File: config.mk
export PLATFORM = sky130hd
export DESIGN_NAME = alu_op_sequencer
export DESIGN_NICKNAME = d
export VERILOG_FILES = /design/src/rtl/alu_op_sequencer.sv
export SDC_FILE = /design/constraint.sdc
export NUM_CORES = 1
export LEC_CHECK = 0
export BUFFER_PORTS_ARGS = -buffer_cell sky130_fd_sc_hd__buf_2
export CAP_MARGIN = 20
export CORE_ASPECT_RATIO = 1.25
export CORE_UTILIZATION = 55
export CTS_CLUSTER_DIAMETER = 80
export DETAILED_ROUTE_END_ITERATION = 12
export GPL_TIMING_DRIVEN = 1
export PLACE_DENSITY = 0.79
export SYNTH_ARGS = -nofsm -noshare
export SYNTH_HDL_FRONTEND = slang
export SYNTH_SLANG_ARGS = --single-unit
export TNS_END_PERCENT = 20
File: constraint.sdc
create_clock -name Clock -period 3 [get_ports Clock]
set_clock_uncertainty 0.15 [all_clocks]
set_input_delay 0.3 -clock Clock [delete_from_list [all_inputs] [get_ports Clock]]
set_output_delay 0.3 -clock Clock [all_outputs]
set_load 0.05 [all_outputs]
File: src/rtl/alu_op_sequencer.sv
// alu_op_sequencer: queues {func, operand, last} ops and sequences them into the ALU,
// returning the final accumulator value through a valid/ready result port.
module alu_op_sequencer #(
    parameter int DEPTH = 4,
    parameter int CNT_W = 4
) (
    input  logic             Clock,
    input  logic             Reset_b,
    input  logic             op_valid,
    output logic             op_ready,
    input  logic [1:0]       op_func,
    input  logic [3:0]       op_data,
    input  logic             op_last,
    output logic [1:0]       alu_func,
    output logic [3:0]       alu_data,
    output logic             alu_clr,
    input  logic [7:0]       alu_result,
    output logic             res_valid,
    output logic [7:0]       res_data,
    output logic [CNT_W-1:0] res_count,
    input  logic             res_ready,
    output logic             busy
);
    localparam int AW = $clog2(DEPTH);
    localparam logic [2:0] IDLE   = 3'd0;
    localparam logic [2:0] CLEAR  = 3'd1;
    localparam logic [2:0] EXEC   = 3'd2;
    localparam logic [2:0] SETTLE = 3'd3;
    localparam logic [2:0] RESULT = 3'd4;

    logic [2:0]       state;
    logic [6:0]       mem [DEPTH];
    logic [AW:0]      wp, rp;
    logic [CNT_W-1:0] count;
    logic [6:0]       head;
    logic             empty, full, push, pop;

    // Pointers carry one extra wrap bit so full and empty are distinguishable.
    assign empty     = wp == rp;
    assign full      = (wp[AW] != rp[AW]) && (wp[AW-1:0] == rp[AW-1:0]);
    assign head      = mem[rp[AW-1:0]];
    assign push      = op_valid && !full;
    assign pop       = (state == EXEC) && !empty;
    assign op_ready  = !full;
    assign busy      = state != IDLE;
    assign alu_clr   = state == CLEAR;
    assign res_valid = state == RESULT;
    assign alu_func  = pop ? head[6:5] : 2'b11;
    assign alu_data  = pop ? head[4:1] : 4'd0;

    always_ff @(posedge Clock) begin
        if (push) mem[wp[AW-1:0]] <= {op_func, op_data, op_last};
    end

    always_ff @(posedge Clock or negedge Reset_b) begin
        if (!Reset_b) begin
            state     <= IDLE;
            wp        <= '0;
            rp        <= '0;
            count     <= '0;
            res_data  <= '0;
            res_count <= '0;
        end else begin
            if (push) wp <= wp + 1'b1;
            if (pop) rp <= rp + 1'b1;
            case (state)
                // A push seen in IDLE starts CLEAR next cycle so the op is poppable right after.
                IDLE: if (!empty || push) state <= CLEAR;
                CLEAR: begin
                    count <= '0;
                    state <= EXEC;
                end
                EXEC: if (pop) begin
                    count <= &count ? count : count + 1'b1;
                    if (head[0]) state <= SETTLE;
                end
                // The ALU register holds the last op's result one cycle after the pop.
                SETTLE: begin
                    res_data  <= alu_result;
                    res_count <= count;
                    state     <= RESULT;
                end
                RESULT: if (res_ready) state <= IDLE;
                default: state <= IDLE;
            endcase
        end
    end
endmodule

; Word level (Yosys, flattened, before mapping)
; Memory sizes are Yosys's and may differ from the RTL's.
; Cells that the tools add are included.
[word_totals]
register_bits = 25
mem_bits_ro = 0
memories = 1
word_cells = 46
latch_bits = 0
ramBits = 28
inputBits = 19
output_inout_bits = 22
[op_classes]
n_bitwise = 0
div = 0
n_eq_ne = 12
n_reduce_logical = 12
mul = 0
addsub = 3
shifts = 0
n_lt_le_gt_ge = 0
mux = 12
[memory_table]
columns = name, words, word_bits, read_ports, rd_clocked_by_memory_dff, write_ports, line
row1 = mem, 4, 7, 1, 0, 1, 32  ; logic [6:0] mem [DEPTH];
[op_table]
columns = cell, n
row1 = case mux 3 bit (5 select lines), 1
row2 = two-way mux 3 bit, 4
row3 = two-way mux 4 bit, 3
row4 = "inequality test 2 bit, second input constant", 4
row5 = case mux 4 bit (2 select lines), 1
row6 = AND reduction 4 bit, 2
row7 = "adder 3 x 1 -> 3 bit, second input constant", 2
row8 = "equality test 3 x 2 -> 1 bit, second input constant", 2
row9 = "adder 4 x 1 -> 4 bit, second input constant", 1
row10 = "equality test 3 x 1 -> 1 bit, second input constant", 1
row11 = equality test 3 bit, 1
row12 = "equality test 3 bit, second input constant", 1
row13 = logical AND 1 bit, 3
row14 = zero test 3 bit, 1
row15 = AND reduction 3 bit, 1
row16 = nonzero test 3 bit, 1
row17 = equality test 2 bit, 1
row18 = zero test 1 bit, 2
row19 = two-way mux 1 bit, 2
row20 = two-way mux 2 bit, 1
row21 = "inequality test 2 x 1 -> 1 bit, second input constant", 1
row22 = nonzero test 2 bit, 1
row23 = logical OR 1 bit, 1
row24 = inequality test 1 bit, 1

; Logic depth before layout (Yosys ltp)
[logic_depth]
depth_word = 7
ltp_mapped = 6
ltp_nobuf = 5

; Worst setup path after synthesis
; Ideal clock, no wire load.
[synth_timing]
path_kind = register -> output
start = reg state[0]
end = out alu_data[0]
stages_incl_launch_ff = 6
path_buffers = 2
t_arrival_ps = 1960
setup_slack_ps = 590
required_time_ps = 2550
path_cell_list = dfrtp_1 buf_6 or3b_2 a31o_2 buf_6 nor2b_1
[synth_between]
elab_chain_cells = 3
[synth_rtl]
columns = element, line
row1 = from (decl), 31  ; logic [2:0] state;
row2 = from (signal assigned), 57  ; state <= IDLE;
row3 = from (signal assigned), 68  ; IDLE: if (!empty || push) state <= CLEAR;
row4 = from (signal assigned), 71  ; state <= EXEC;
row5 = equality test 3 x 2 -> 1 bit, 43  ; assign pop = (state == EXEC) && !empty;
row6 = logical AND 1 bit, 43
row7 = two-way mux 4 bit, 49  ; assign alu_data = pop ? head[4:1] : 4'd0;
row8 = to (decl), 15  ; output logic [3:0] alu_data,
; No other way between the ends.

; Worst setup path after layout
[layout_timing]
start = reg rp[0]
end = out alu_func[0]
[layout_between]
elab_chain_cells = 4
word_cells_on_any_way = 5
classes_between = eq/ne (1) / mux (1) / reduce/logical (2) / memory (1)
[layout_rtl]
columns = element, line
row1 = from (decl), 33  ; logic [AW:0] wp, rp;
row2 = from (signal assigned), 65  ; if (pop) rp <= rp + 1'b1;
row3 = equality test 3 bit, 39  ; assign empty = wp == rp;
row4 = zero test 1 bit, 43
row5 = logical AND 1 bit, 43
row6 = two-way mux 2 bit *, 48  ; assign alu_func = pop ? head[6:5] : 2'b11;
row7 = to (decl), 14  ; output logic [1:0] alu_func,
; Mark *: on every way between the ends. The rest lies on a longest branch, timed or not.

==> flow_metrics.py <==
metrics = {
    "run_status": {
        "outcome": "completed",
    },
    "critical_path": {
        "worst-path-buf-inv": 1,
        "max_stage_delay_ns": 0.70,
        "cp-start-kind": "flop",
        "cp.arrival_ns": 2.13,
        "required_ns": 2.55,
        "crit_family": "flip-flops",
        "path_class": "reg -> out",
        "slowest_stage": "dfrtp_1",
        "worstPathMaxFanout": 11,
        "crit_chain": "xnor2_1, a31o_2, or2_2, buf_2",
        "endpoint_kind": "output pin",
    },
    "floorplanning": {
        "core_area_um2": 3880,
        "fp-row-count": 25,
        "die_h_um": 74.0,
        "start_util_pct": 58.9,
        "die_area_um2": 4420,
        "ioPinCount": 41,
        "die_w_um": 59.6,
    },
    "cells_and_area": {
        "finalInstanceArea_um2": 2620,
        "drive_above_1_share_pct": 42.5,
        "nets": 210,
        "final_core_util_pct": 67.4,
        "fillCellCount": 288,
        "syn_to_final_growth_pct": 14.5,
        "n_antenna_cell": 0,
    },
    "synth": {
        "synth_cells": 142,
        "synth-seq-area-share_pct": 64.2,
        "yosys.area.top_type_share_pct": 36.8,
        "yosysTopAreaCell": "edfxtp_1",
        "synthesis.area_um2": 2280,
        "synthTopCellsByArea": "edfxtp_1, dfrtp_1, mux2_2",
        "synth.distinct_cells": 37,
        "syn_area_per_cell_um2": 16.1,
        "ys_ff_latch": 53,
        "synth.net_count": 167,
        "yosysWarnings": 0,
    },
    "global_route": {
        "grt_pass1_vias": 1271,
        "grt_pass1_wl_um": 5750,
        "grt_max_degree": 26,
        "track_usage_pct": 19.0,
        "antenna_found_initial": 0,
        "grt_overflow": 0,
    },
    "cts": {
        "tritoncts": "yes",
        "post_cts.repair.setup_buffers": 0,
        "h-tree-depth": 2,
        "cts-root-buf": "clkbuf_8",
        "clk_latency_ns": 0.31,
        "clockBufferDepth": 2,
        "cts_buffers": 5,
        "cts.clk_slew.worst_paths_ns": 0.09,
        "cts_sinks": 53,
    },
    "timing": {
        "finalCritPeriodShare_pct": 85.9,
        "period_minus_slack_ns": 2.58,
        "maxSlewHeadroom_pct": 62.6,
        "finalMaxSlewViolations": 0,
        "final_hold_viol_count": 0,
        "rsz0062_at_grt": "false",
        "whs_ns": 0.0444,
        "setup_viol": 0,
        "fmax_mhz": 388,
        "finalSetupTns_ns": 0,
        "tightest_slew_ns": 0.559,
        "setup_slack_ns": 0.424,
    },
    "placement": {
        "place_hpwl_um": 2590,
        "gp_congestion": 0.767,
        "port_buffers": 40,
        "postPlaceCellArea_um2": 2510,
        "post-place-ws_ns": 0.742,
    },
    "flow_run": {
        "maxCapViolations": 0,
    },
    "drt": {
        "wire_per_inst_um": 15.0,
        "routed_wl_um": 3600,
        "post_drt_via_cell_ratio": 5.40,
        "drc_errors": 0,
        "drtPass1Iterations": 4,
        "drtIter0Drc": 32,
        "vias": 1295,
        "drtAntennaViolNets": 0,
    },
    "pwr": {
        "ir_worst_vdd_v": 0.000601,
        "power_density_nw_per_um2": 1140,
        "power_leakage_nw": 1.12,
    },
    "hold_path": {
        "hold_class": "in -> reg",
    },
}
## cells in the mapped netlist, drive strengths merged
library cell and n:
or3b 1, edfxtp 28, ha 6, nor2b 5, and4 1, or4b 1
nor3 2, nand3 3, clkbuf 2, o21ai 1, or3 1, xnor2 5
a211o 1, o2bb2ai 1, a21oi 2, or2 4, nor2 2, dfrtp 25
and4b 1, or2b 1, a31o 1, a21o 1, and2b 1, nor3b 4
nand3b 2, buf 3, mux2 15, inv 3, mux4 7, and3 5
xor2 2, nand2 5
## flip-flops by register name (all words and copies together) (netlist names)
| name | flops |
|---|---|
| count | 4 |
| mem | 28 |
| res_count | 4 |
| res_data | 8 |
| rp | 3 |
| state | 3 |
| wp | 3 |
## logic make-up (layout without fill, tap and decap cells)
group | after synthesis | after routing | share of synthesized area [%]
flops | 53 | 53 | 64.2
simple gates | 39 | 39 | 11.1
mux | 22 | 22 | 14.5
buf+inv | 8 | 52 | 2.08
compound gates | 7 | 7 | 2.19
xor+xnor | 7 | 7 | 2.68
fa+ha+maj | 6 | 6 | 3.29
## metrics by stage
stage / std cells / power, mW
after floorplan: 142 / 2.33
after global placement: 231 / 2.56
after detailed placement: 231 / 2.61
after CTS: 240 / 3.01
after global routing: 240 / 3.16
final: 240 / 2.98
## repair_timing
action                                  in CTS  in global routing
endpoints found under the setup margin       0                  0
gates resized for setup                      0                  0
hold endpoints to repair                    25                  0
hold buffers                                 1                  0
## path summary, 6_finish.rpt
path | startpoint | endpoint | slack (ns) | cells after the start
max | rp[0] | alu_func[0] | 0.42 | 4
max in group asynchronous | Reset_b | wp[1] | 2.00 | 2
max reg2reg | count[0] | count[3] | 0.80 | 5
min reg2reg | rp[2] | rp[2] | 0.35 | 1
min | res_ready | state[2] | 0.04 | 2
min in group asynchronous | Reset_b | res_count[1] | 0.35 | 2
## final cells by class
type                    count  area [um^2]  share of cell area [%]
flip-flops and latches     53         1470                    56.1
well taps                  54         67.6                    2.58
clock buffers               5         68.8                    2.63
multi-input cells          81          769                    29.4
inverters                   3         11.3                   0.431
clock inverters             3         21.3                   0.813
repair buffers             41          210                    8.04
## worst reg2reg max path: cells and delay by family (launching register included)
family	cells	cell delay, ns
muxes	1	0.35
adders and majority gates	1	0.26
DFF	1	0.44
and+or+nand+nor	3	0.89
## layer usage
metal | track usage, % | vias up | part of all wire (%)
met4 | 8.53 | 0 | 1.8
met3 | 6.26 | 6 | 5.0
met2 | 33.5 | 42 | 52
met1 | 20.8 | 634 | 41
li1 | - | 613 | -
met5 | 0 | - | 0
## layout by cell type, fill, tap and decap left out, drive strengths merged, types with 3 or more instances in the layout
| cell type | count |
|---|---|
| nand2 | 5 |
| ha | 6 |
| xnor2 | 5 |
| mux4 | 7 |
| buf | 40 |
| nor3b | 4 |
| nand3 | 3 |
| mux2 | 15 |
| dfrtp | 25 |
| and3 | 5 |
| clkbuf | 5 |
| edfxtp | 28 |
| inv | 4 |
| nor2b | 5 |
| or2 | 4 |
## report_power, final
part           switching (mW)  total (mW)  leakage (nW)  internal [mW]
Sequential              0.196        1.20         0.567           1.01
Clock                   0.234       0.399        0.0445          0.166
Combinational           0.861        1.38         0.513          0.514
(Power assumes the default switching activity.)
